## src/rtl/playlist_mcu_pkg.sv

```systemverilog
// Shared encodings for the playlist control unit: FSM states, playback modes
// and the shuffle LFSR seed.
package playlist_mcu_pkg;

    typedef enum logic [1:0] {
        ST_PAUSE  = 2'b00,
        ST_PLAY   = 2'b01,
        ST_SWITCH = 2'b10
    } state_t;

    typedef enum logic [1:0] {
        MODE_SEQ     = 2'b00,
        MODE_STOP    = 2'b01,
        MODE_REPEAT  = 2'b10,
        MODE_SHUFFLE = 2'b11
    } mode_t;

    localparam logic [7:0] LFSR_SEED = 8'h01;

endpackage

```

## src/rtl/playlist_mcu_shuffle_lfsr.sv

```systemverilog
// Free-running 8-bit LFSR that proposes a shuffle target which is always a
// legal index and never equal to the song currently selected.
module shuffle_lfsr
    import playlist_mcu_pkg::*;
#(
    parameter int NUM_SONGS = 4,
    parameter int SONG_W    = 2
) (
    input  logic              clk,
    input  logic              reset,
    input  logic [SONG_W-1:0] cur_song,
    output logic [SONG_W-1:0] pick
);

    localparam logic [SONG_W:0]   L_NUM  = (SONG_W+1)'(NUM_SONGS);
    localparam logic [SONG_W-1:0] L_LAST = SONG_W'(NUM_SONGS - 1);

    logic [7:0]        r_lfsr;
    logic              w_fb;
    logic [SONG_W:0]   w_raw;
    logic [SONG_W-1:0] w_cand;

    // Taps x^8 + x^6 + x^5 + x^4 + 1; a nonzero seed keeps it off the all-zero lock-up state.
    assign w_fb = r_lfsr[7] ^ r_lfsr[5] ^ r_lfsr[4] ^ r_lfsr[3];

    always_ff @(posedge clk or posedge reset) begin
        if (reset) begin
            r_lfsr <= LFSR_SEED;
        end else begin
            r_lfsr <= {r_lfsr[6:0], w_fb};
        end
    end

    always_comb begin
        w_raw  = {1'b0, r_lfsr[SONG_W-1:0]};
        w_cand = r_lfsr[SONG_W-1:0];
        // Minimal SONG_W means one subtraction always lands in range.
        if (w_raw >= L_NUM) begin
            w_cand = SONG_W'(w_raw - L_NUM);
        end
        pick = w_cand;
        if (w_cand == cur_song) begin
            pick = (cur_song == L_LAST) ? '0 : cur_song + SONG_W'(1);
        end
    end

endmodule

```

## src/rtl/playlist_mcu.sv

```systemverilog
// Music-player control FSM: play/pause, next/prev navigation, end-of-song
// handling for four playback modes, with a one-cycle SWITCH restart pulse.
module playlist_mcu
    import playlist_mcu_pkg::*;
#(
    parameter int NUM_SONGS = 4,
    parameter int SONG_W    = 2,
    parameter bit AUTO_PLAY = 1'b1
) (
    input  logic              clk,
    input  logic              reset,
    input  logic              play_button,
    input  logic              next_button,
    input  logic              prev_button,
    input  logic [1:0]        mode,
    input  logic              song_done,
    output logic              play,
    output logic              reset_player,
    output logic [SONG_W-1:0] song,
    output logic              playlist_done
);

    localparam logic [SONG_W-1:0] L_LAST = SONG_W'(NUM_SONGS - 1);

    function automatic logic [SONG_W-1:0] f_inc(input logic [SONG_W-1:0] s);
        return (s == L_LAST) ? '0 : s + SONG_W'(1);
    endfunction

    function automatic logic [SONG_W-1:0] f_dec(input logic [SONG_W-1:0] s);
        return (s == '0) ? L_LAST : s - SONG_W'(1);
    endfunction

    state_t            r_state, w_state;
    logic [SONG_W-1:0] r_song, w_song;
    logic              r_resume, w_resume;
    logic              r_reset_player, w_reset_player;
    logic              r_playlist_done, w_playlist_done;
    logic [SONG_W-1:0] w_pick;
    mode_t             w_mode;

    shuffle_lfsr #(
        .NUM_SONGS (NUM_SONGS),
        .SONG_W    (SONG_W)
    ) u_shuffle (
        .clk      (clk),
        .reset    (reset),
        .cur_song (r_song),
        .pick     (w_pick)
    );

    always_ff @(posedge clk or posedge reset) begin
        if (reset) begin
            r_state         <= ST_PAUSE;
            r_song          <= '0;
            r_resume        <= 1'b0;
            r_reset_player  <= 1'b0;
            r_playlist_done <= 1'b0;
        end else begin
            r_state         <= w_state;
            r_song          <= w_song;
            r_resume        <= w_resume;
            r_reset_player  <= w_reset_player;
            r_playlist_done <= w_playlist_done;
        end
    end

    always_comb begin
        w_state         = r_state;
        w_song          = r_song;
        w_resume        = r_resume;
        w_reset_player  = 1'b0;
        w_playlist_done = 1'b0;
        w_mode          = mode_t'(mode);

        case (r_state)
            ST_SWITCH: begin
                w_state = r_resume ? ST_PLAY : ST_PAUSE;
            end
            ST_PAUSE, ST_PLAY: begin
                // Priority chain; anything below the winning event is dropped.
                if (next_button) begin
                    w_song         = (w_mode == MODE_SHUFFLE) ? w_pick : f_inc(r_song);
                    w_state        = ST_SWITCH;
                    w_resume       = (r_state == ST_PLAY);
                    w_reset_player = 1'b1;
                end else if (prev_button) begin
                    w_song         = f_dec(r_song);
                    w_state        = ST_SWITCH;
                    w_resume       = (r_state == ST_PLAY);
                    w_reset_player = 1'b1;
                end else if (song_done && (r_state == ST_PLAY)) begin
                    w_state        = ST_SWITCH;
                    w_reset_player = 1'b1;
                    case (w_mode)
                        MODE_SEQ: begin
                            w_song   = f_inc(r_song);
                            w_resume = AUTO_PLAY;
                        end
                        MODE_STOP: begin
                            if (r_song == L_LAST) begin
                                w_song          = '0;
                                w_resume        = 1'b0;
                                w_playlist_done = 1'b1;
                            end else begin
                                w_song   = f_inc(r_song);
                                w_resume = AUTO_PLAY;
                            end
                        end
                        MODE_REPEAT: begin
                            w_resume = 1'b1;
                        end
                        MODE_SHUFFLE: begin
                            w_song   = w_pick;
                            w_resume = AUTO_PLAY;
                        end
                    endcase
                end else if (play_button) begin
                    w_state = (r_state == ST_PLAY) ? ST_PAUSE : ST_PLAY;
                end
            end
            default: begin
                w_state = ST_PAUSE;
            end
        endcase
    end

    assign play          = (r_state == ST_PLAY);
    assign reset_player  = r_reset_player;
    assign song          = r_song;
    assign playlist_done = r_playlist_done;

endmodule
```

## config.mk

```make
export PLATFORM = sky130hd
export DESIGN_NAME = playlist_mcu
export DESIGN_NICKNAME = d
export VERILOG_FILES = /design/src/rtl/playlist_mcu_pkg.sv /design/src/rtl/playlist_mcu_shuffle_lfsr.sv /design/src/rtl/playlist_mcu.sv
export SDC_FILE = /design/constraint.sdc
export NUM_CORES = 1
export LEC_CHECK = 0
export CAP_MARGIN = 5
export CORE_UTILIZATION = 52
export DETAILED_ROUTE_END_ITERATION = 10
export MAX_ROUTING_LAYER = met4
export PLACE_DENSITY = 0.79
export SYNTH_ARGS = -nofsm -noshare
export SYNTH_HDL_FRONTEND = slang
export SYNTH_SLANG_ARGS = --single-unit
```

## constraint.sdc

```tcl
create_clock -name clk -period 2.1 [get_ports clk]
set_input_delay 0.63 -clock clk [delete_from_list [all_inputs] [get_ports clk]]
set_output_delay 0.63 -clock clk [all_outputs]
set_load 0.1 [all_outputs]
```

==> flow_summary_export.csv <==
group,metric,value,unit
placed_design,dp_hpwl,895,µm
yosys,synth-simple-area-share,0.137,
yosys,synth_nets,71,
sta,fin_crit,1.84,ns
job,cap_violations,0,
routing,final_antenna_net_count,0,
power,vdd_drop_max,753,µV
global_route,grt_max_degree,16,
yosys,yosys.cell_types.count,29,
setup_path,cp_cell_sequence,"nor2b_2 -> buf_12",
routing,routed_wl,1160,µm
placed_design,place_inst,86,
clock_network,cts_buffers,3,
yosys,synth_compound_area_frac,0.160,
sta,tns,0,ns
power,p_leak,0.424,nW
sta,holdWs,0.353,ns
global_route,gr-total-overflow,0,
setup_path,endpoint_kind,"output port",
die,placement_rows,12,
placed_design,numPortBuffers,12,
clock_network,cts_resized,0,
yosys,synth_top_family_by_area,"compound AO/OA/AOI/OAI gates",
clock_network,cts_root_buf,"clkbuf_4",
global_route,grt_pass1_vias,489,
clock_network,postCtsSetupRepairBufs,0,
sta,slew_headroom,0.648,
clock_network,cts_max_level,1,
cells_and_area,fin_cells,90,
hold_path,hold_path_class,"reg -> reg",
sta,setup_viol,0,
yosys,synth-seq-area-share,0.542,
placed_design,place_ws,0.216,ns
power,p_per_area,1180,nW/µm²
setup_path,cp_top_family,"flip-flops",
routing,dr.pass1.iters,3,
yosys,ys_warn_count,0,
yosys,ys_seq_elements,15,
clock_network,cts_hold_buffers,0,
setup_path,critPathMaxStageDelay,0.47,ns
routing,via_per_inst,5.33,
setup_path,crit_type,"reg -> out",
cells_and_area,drive_above_1_share,0.211,
setup_path,crit_slowest_cell,"dfrtp_1",
sta,worst_pin_slew,0.527,ns
placed_design,gp_congestion,0.794,
sta,rsz0062_at_grt,"false",
die,die_x,38.5,µm
yosys,synth_top_cell_area_share,0.505,
die,core,1170,µm²
sta,finClkSkew,0.0136,ns
clock_network,cts_sinks,15,
die,die-area,1490,µm²
yosys,synthTopCellsByArea,"dfrtp_1 50%, dfstp_2 3.8%, xor2_1 3.8%",
setup_path,crit_buf_inv,1,
yosys,synthXorXnorAreaFrac,0.0631,
routing,remaining_drc_errors,0,
clock_network,tritoncts,"built",
clock_network,clk_pin_slew,0.09,ns
cells_and_area,area_growth_syn_to_layout,30.8,%
setup_path,cp_data_required_time,1.47,ns
yosys,syn_inst,61,
yosys,synth_fa_ha_area_frac,0.0360,
die,io_pins,13,
sta,max_freq,543,MHz
sta,final_hold_viol_count,0,
routing,drtIter0Drc,6,
setup_path,arrival,1.21,ns
global_route,groute.usage.overall,0.211,
sta,min_period_over_period,0.877,
setup_path,start_kind,"flip-flop",
setup_path,crit_fanout,8,
cells_and_area,diodes,0,
sta,final-max-slew-violation-count,0,
clock_network,clk_latency,0.28,ns
global_route,antenna_found_initial,0,
routing,wl_per_cell,12.9,µm
yosys,syn_avg_cell_area,11.4,µm²
global_route,grt_pass1_wl,2060,µm
routing,vias,480,
status,status,"completed",
yosys,yosysTopAreaCell,"dfrtp_1",
yosys,syn_area,694,µm²
clock_network,cts_buffer_depth,2,
die,initial_core_util,0.593,
yosys,synth_mux_area_frac,0.0288,
cells_and_area,fin_nets,87,
die,dieHeight,38.5,µm
sta,worst_slack,0.258,ns
==> layer usage <==
layer | GRT usage | part of all wire
met4 | 0.0259 | 0.0060
met2 | 0.333 | 0.48
met3 | 0.0756 | 0.049
met5 | - | 0
met1 | 0.269 | 0.46
==> metrics by stage <==
step / util / area, µm² / total power [mW]
floorplan: - / 697 / 0.742
global placement: 0.752 / 881 / 0.911
detailed placement: 0.752 / 881 / 0.916
CTS: 0.776 / 908 / 1.08
global route: 0.776 / 908 / 1.13
finish: 0.776 / 908 / 1.07
==> final cells by class <==
class	instances	area [µm²]
clock inverters	1	5.00
flip-flops and latches	15	377
multi-input cells	40	298
fillers	82	263
repair buffers	12	170
inverters	5	18.8
well taps	14	17.5
clock buffers	3	22.5
==> path summary, 6_finish.rpt <==
path / startpoint / depth (start not counted) / slack, ns / end
setup / recovery: r_state[1]$_DFFE_PP0P_ / 2 / 0.26 / play
hold / removal: u_shuffle.r_lfsr[2]$_DFF_PP0_ / 0 / 0.35 / u_shuffle.r_lfsr[3]$_DFF_PP0_
setup reg to reg: song[0]$_DFFE_PP0P_ / 5 / 0.58 / song[1]$_DFFE_PP0P_
hold reg to reg: u_shuffle.r_lfsr[2]$_DFF_PP0_ / 0 / 0.35 / u_shuffle.r_lfsr[3]$_DFF_PP0_
max in group asynchronous: reset / 2 / 1.07 / u_shuffle.r_lfsr[1]$_DFF_PP0_
min in group asynchronous: reset / 2 / 0.67 / reset_player$_DFF_PP0_
==> sequential cells by signal, indices dropped and copies added, names as in the netlist <==
register,flops
song,2
r_state,2
reset_player,1
r_resume,1
playlist_done,1
u_shuffle.r_lfsr,8
==> Yosys cell counts <==
library cell and count:
a211oi_2 1, a21oi_1 2, a2bb2oi_2 1, and3_1 1
clkbuf_1 1, dfrtp_1 14, dfstp_2 1, ha_1 2
inv_1 5, mux2i_1 2, nand2_1 3, nand2b_1 3
nand3_1 1, nand4b_1 1, nor2_1 4, nor2_2 1
nor2b_1 2, nor3_1 1, nor4_1 1, o21a_1 2
o21ai_0 1, o21ai_1 1, o21bai_1 1, o221ai_2 1
o22a_2 1, o311ai_1 1, o31ai_1 1, xnor2_1 2
xor2_1 3
==> power by group <==
part | switching (mW) | internal, mW
Sequential | 0.0586 | 0.322
Combinational | 0.316 | 0.213
Clock | 0.0882 | 0.0706
Total | 0.463 | 0.605
==> cell usage in the layout, fill, tap and decap left out, types with 2 or more instances in the layout <==
cell type / count
xor2_1: 3
dfrtp_1: 14
a21oi_1: 2
xnor2_1: 2
clkdlybuf4s50_1: 7
clkbuf_4: 3
nand2_1: 3
nand2b_1: 3
inv_1: 5
buf_12: 5
nor2_1: 4
ha_1: 2
o21a_1: 2
mux2i_1: 2
==> cells by family (layout without fill, tap and decap cells) <==
kind of cell / after synthesis / after routing
AND/OR/NAND/NOR: 18 / 18
flip-flops: 15 / 15
AO/OA/AOI/OAI: 13 / 13
buffers and inverters: 6 / 21
XOR/XNOR: 5 / 5
adder cells (fa/ha/maj): 2 / 2
multiplexers: 2 / 2
No activity file was read; power rests on OpenSTA's default activity.
